[src/rtl/cacheline_responder.sv]
// Cacheline-to-burst adapter: splits a line read or write-back into
// four downstream beats, low beat first, and pulses pmem_resp when done.
module cacheline_responder #(
    parameter int LINE_W  = 256,
    parameter int BURST_W = 64,
    parameter int ADDR_W  = 32
) (
    input  logic               clk,
    input  logic               rst,
    input  logic               pmem_read,
    input  logic               pmem_write,
    input  logic [ADDR_W-1:0]  pmem_address,
    input  logic [LINE_W-1:0]  pmem_wdata,
    output logic [LINE_W-1:0]  pmem_rdata,
    output logic               pmem_resp,
    output logic               burst_read,
    output logic               burst_write,
    output logic [ADDR_W-1:0]  burst_address,
    output logic [BURST_W-1:0] burst_wdata,
    input  logic [BURST_W-1:0] burst_rdata,
    input  logic               burst_resp
);

    localparam int BEATS = LINE_W / BURST_W;
    localparam int CNT_W = $clog2(BEATS);
    localparam int OFF   = $clog2(LINE_W / 8);

    typedef enum logic [1:0] {
        IDLE,
        RD_BURST,
        WR_BURST,
        DONE
    } state_t;

    state_t                         state, state_n;
    logic [CNT_W-1:0]               cnt, cnt_n;
    logic [ADDR_W-1:0]              addr_q, addr_n;
    logic [BEATS-1:0][BURST_W-1:0]  line_q, line_n;
    logic [BEATS-1:0][BURST_W-1:0]  rdata_q, rdata_n;
    logic [ADDR_W-1:0]              aligned;
    logic                           last;

    assign aligned = {pmem_address[ADDR_W-1:OFF], {OFF{1'b0}}};
    assign last    = (cnt == CNT_W'(BEATS - 1));

    always_ff @(posedge clk or posedge rst) begin
        if (rst) begin
            state   <= IDLE;
            cnt     <= '0;
            addr_q  <= '0;
            line_q  <= '0;
            rdata_q <= '0;
        end else begin
            state   <= state_n;
            cnt     <= cnt_n;
            addr_q  <= addr_n;
            line_q  <= line_n;
            rdata_q <= rdata_n;
        end
    end

    // line_q holds the write-back line or the read line being assembled
    always_comb begin
        state_n     = state;
        cnt_n       = cnt;
        addr_n      = addr_q;
        line_n      = line_q;
        rdata_n     = rdata_q;
        pmem_resp   = 1'b0;
        burst_read  = 1'b0;
        burst_write = 1'b0;
        burst_wdata = '0;
        unique case (state)
            IDLE: begin
                if (pmem_write) begin
                    addr_n  = aligned;
                    line_n  = pmem_wdata;
                    cnt_n   = '0;
                    state_n = WR_BURST;
                end else if (pmem_read) begin
                    addr_n  = aligned;
                    cnt_n   = '0;
                    state_n = RD_BURST;
                end
            end
            RD_BURST: begin
                burst_read = 1'b1;
                if (burst_resp) begin
                    line_n[cnt] = burst_rdata;
                    cnt_n       = cnt + 1'b1;
                    if (last) begin
                        rdata_n = line_n;
                        state_n = DONE;
                    end
                end
            end
            WR_BURST: begin
                burst_write = 1'b1;
                burst_wdata = line_q[cnt];
                if (burst_resp) begin
                    cnt_n = cnt + 1'b1;
                    if (last) state_n = DONE;
                end
            end
            DONE: begin
                pmem_resp = 1'b1;
                state_n   = IDLE;
            end
            default: state_n = IDLE;
        endcase
    end

    assign burst_address = addr_q;
    assign pmem_rdata    = rdata_q;

endmodule
[config.mk]
export PLATFORM = sky130hd
export DESIGN_NAME = cacheline_responder
export DESIGN_NICKNAME = d
export VERILOG_FILES = /design/src/rtl/cacheline_responder.sv
export SDC_FILE = /design/constraint.sdc
export NUM_CORES = 2
export LEC_CHECK = 0
export ABC_AREA = 1
export CAP_MARGIN = 0
export CORE_AREA = 3 3 274 276
export DETAILED_ROUTE_END_ITERATION = 8
export DIE_AREA = 0 0 277 279
export HOLD_SLACK_MARGIN = 0.05
export PLACE_DENSITY = 0.7
export SYNTH_ARGS = -nofsm -noshare
export SYNTH_HDL_FRONTEND = slang
export SYNTH_SLANG_ARGS = --single-unit
export TNS_END_PERCENT = 20
[constraint.sdc]
create_clock -name clk -period 51.3 [get_ports clk]
set_clock_uncertainty 0.1 [all_clocks]
set_input_delay 10.26 -clock clk [delete_from_list [all_inputs] [get_ports clk]]
set_output_delay 10.26 -clock clk [all_outputs]
set_load 0.005 [all_outputs]
### After elaboration in Yosys (flattened, before gate mapping)

Cells that the tools add are included.

| operators by class | value |
|---|---|
| add/subtract/negate cells | 1 |
| order comparisons | 2 |
| equal/unequal tests | 9 |
| mux-type cells | 23 |
| reduce and logical (&&, ||, !) cells | 11 |

Operator list:

| kind | count |
|---|---|
| $mux W256 | 2 |
| $pmux W256 S2 | 1 |
| $bwmux W256 | 1 |
| $mux W64 | 3 |
| $bmux W64 S2 | 1 |
| $demux W64 S2 | 1 |
| $mux W32 | 2 |
| $mux W2 | 7 |
| $reduce_and A3 Y1 | 4 |
| $eq A2 B2 Y1 const B | 3 |
| $pmux W2 S3 | 1 |
| $reduce_bool A2 Y1 | 3 |
| $ne A2 B1 Y1 const B | 2 |
| $ne A2 B2 Y1 const B | 2 |
| $pmux W2 S2 | 1 |
| $lt A2 B3 Y1 const B | 1 |
| $mux W1 | 3 |
| $ne A3 B3 Y1 const B | 1 |
| $add A2 B1 Y2 const B | 1 |
| $eq A2 B1 Y1 const B | 1 |
| $ge A2 B1 Y1 const B | 1 |
| $logic_not A2 Y1 | 1 |
| $reduce_and A2 Y1 | 1 |
| $reduce_or A2 Y1 | 1 |
| $logic_and A1 B1 Y1 | 1 |

| storage, ports and cells | value |
|---|---|
| flip-flop bits (word level) | 548 |
| input port bits | 357 |

### Depth between registers and ports, before layout

| depth | value |
|---|---|
| word-level depth | 7 |
| gate-level depth with buffers | 12 |
| gate-level depth less buffers | 8 |

### Least setup slack after synthesis

No wires, ideal clock.

| timing | value |
|---|---|
| path kind | flip-flop to output port |
| start | register cnt[0] |
| end | output burst_wdata[18] |
| data arrival time | 1381 ps |
| slack | 39559 ps |
| stages on the path, launching flop included | 8 |
| path through | dfrtp_1 -> clkbuf_1 -> inv_1 -> clkbuf_1 -> clkbuf_1 -> nand2_1 -> nand3_1 -> a21oi_1 |

| between the ends | value |
|---|---|
| word-level cells in the longest chain between the ends | 3 |

Ends and longest elaborated chain:

| what | RTL line | source |
|---|---|---|
| start, declared | 36 | `logic [CNT_W-1:0] cnt, cnt_n;` |
| start signal, assigned | 55 | `cnt <= cnt_n;` |
| $bmux W64 S2 | 99 | `burst_wdata = line_q[cnt];` |
| $mux W64 (implied by the code) | 99 |  |
| $mux W64 | 73 | `unique case (state)` |
| end, declared | 19 | `output logic [BURST_W-1:0] burst_wdata,` |

No other way between the ends. The select of a mux whose other input is x is not followed.

### Worst setup path after layout

| timing | value |
|---|---|
| start | register cnt[1] |
| end | output burst_wdata[7] |

The elaborated chain is that of the path after synthesis.

==> impl_results.md <==
- First-pass GRT wire length: 183,000 µm
- Total gr overflow: 0
- Synth cell types: 18
- TritonCTS Buffers: 61
- Vias: 32,325
- Root Buffer: clkbuf_16
- Commonest cells after routing, fill and taps aside: nand2_1, clkdlybuf4s50_1, inv_1, dfrtp_1, nand3_1
- Tcrit/Tclk final: 0.275
- Crit path DAT: ~3.8 ns
- Hpwl dp: 76,000 µm
- Vias in the first global route: 30,363
- Die span in y: 279 µm
- Leakage Power: 0.0213 µW
- Worst setup SP type: register
- # setup viols final: 0
- Commonest non-fill, non-tap cell in the layout: nand2_1
- # clock sinks: 543
- Worst hold stages: 2
- RSZ-0062 raised after global routing: no
- Row count: 99
- Reg clk slew, reported paths: 0.06 ns
- Worst hold slack: roughly 0.37 ns
- Core Area: 72,800 µm²
- Placed instance area: about 39,000 µm²
- Synthesized area: 31,400 µm²
- DR iter-0 viols: 2,768
- Peak supply drop: 0.0491 mV
- Final Net Count: between 5,000 and 6,000
- GP Congestion: 0.879
- Clock buffer depth: 3
- DIE WIDTH: 277 µm
- Final min period: 14.12 ns
- Status: finished, final reports clean
- ANT nets after route: 0
- DR pass1 iterations: 5
- Layout Area Growth over Synthesis: 30.2%
- Layout cells sized above 1: 0.0261
- Hold Crit Class: register to register
- Yosys warns: 0
- Total GRT Usage: 0.303
- Post-CTS Setup Bufs: 0
- Register area share after synthesis: 0.432
- Initial antenna violation count: 32
- Post-CTS sizing: 0
- Crit path max fanout: 46
- Vias/cell: approximately 5.1
- Setup TNS: 0 ns
- Crit end category: primary output
- DRC viols: 0
- PwrDens: 64.8 nW/µm²
- DIE AREA: 77,300 µm²
- Max Cap Viol: 0
- CTS tree: yes
- Reg-to-Reg Start: state[1]
- Worst-Skew Late Latency: 0.63 ns
- Max Clock Freq: a little over 0.07 GHz
- PortBufs: 701
- I/O Pins: about 700
- Slew headroom: 0.131
- Final Hold Fails: 0
- Pre-CTS WS: 36.60 ns
- FF-to-FF setup slack: 46.04 ns
- Synth Register Bits: 543
- Avg WL per Cell: 19.1 µm
- Worst setup margin: around 37 ns
- CP startpoint: cnt[1]
- Reg-to-reg endpoint: pmem_rdata[85]
- Reg2reg path depth: 9
- Largest net degree at the start of global routing: 236
- Post-Syn Area per Cell: 6.53 µm²
- Final Max Slew Viols: 0
- Slew at the pin closest to its max-slew limit: 1.30 ns
- Routed wire length: 121,000 µm
- Hold buffers post-CTS: 0
- HP Start: line_q[117]
- Critical Path RT: 40.94 ns
- WS Path Type: register to primary output
- Finished Cell Area: 40,900 µm²
- Syn Inst Count: 4,809
- H-Tree Depth: 2
- Initial Util: 0.431
- Hold Crit Endpoint: line_q[117]
power by group:
part / switching, µW / internal (µW)
logic: 861 / 571
registers: 119 / 647
clock network: 186 / 266
total: 1170 / 1480
routing by layer:
layer,share of wire,wire length (µm),track usage,up-vias
met4,0.042,5090,0.124,22
met2,0.47,56300,0.495,1427
li1,-,-,-,15483
met1,0.40,48400,0.386,15089
met3,0.092,11100,0.0758,304
met5,0.0013,157,0,-
registers in the layout, indices dropped and copies added (netlist names):
signal / cells
burst_address: 27
pmem_rdata: 256
cnt: 2
line_q: 256
state: 2
through the flow:
step	total power (µW)	std cells	utilization
after floorplan	1560	4813	-
after detailed placement	2190	6225	0.534
final	2650	6351	0.562
after global placement	2160	6225	0.534
after global routing	2850	6343	0.561
after CTS	2650	6330	0.561
cell type report:
class                           count  area, µm²
Clock inverter                     16        234
Clock buffer                       89       1760
Tap cell                          959       1200
Sequential cell                   543      13600
Inverter                          624       2380
Multi-Input combinational cell   3366      14400
Fill cell                        7033      31900
Timing Repair Buffer              733       7290
Antenna cell                       21       52.6
how the worst max path moves through the flow:
| stage | depth (start not counted) | endpoint | slack (ns) |
|---|---|---|---|
| finish | 5 | burst_wdata[7] | 37.18 |
| global route | 9 | line_q[248] | 36.93 |
| CTS | 6 | burst_wdata[8] | 37.12 |
| detailed placement | 9 | line_q[66] | 36.60 |
| global placement | 9 | line_q[59] | 36.65 |
| floorplan | 1 | burst_address[10] | 25.76 |
logic make-up after synthesis:
family / share of synthesized area
buf+inv: 0.113
compound gates: 0.0557
fa+ha+maj: 0.00438
flops: 0.432
simple gates: 0.395
other cells: 0.000119
Yosys cell counts (all sizes together):
cell type / number / area share
nand3: 387 / 0.062
o21ai: 286 / 0.046
ha: 11 / 0.0044
nand2: 2351 / 0.28
dfrtp: 543 / 0.43
nand4: 2 / 0.00040
and2: 256 / 0.051
conb: 1 / 0.00012
a21oi: 64 / 0.010
buf: 149 / 0.022
nor3: 1 / 0.00052
inv: 624 / 0.075
clkbuf: 131 / 0.016
nor2: 3 / 0.00036
critical path, stage by stage, from the launching register on:
cell and delay [ns]:
dfrtp_4 0.69, inv_4 0.39, buf_4 0.75, nand3_1 0.15, a21oi_1 0.48, clkdlybuf4s50_1 0.62
Power figures use the tool's default switching activity.
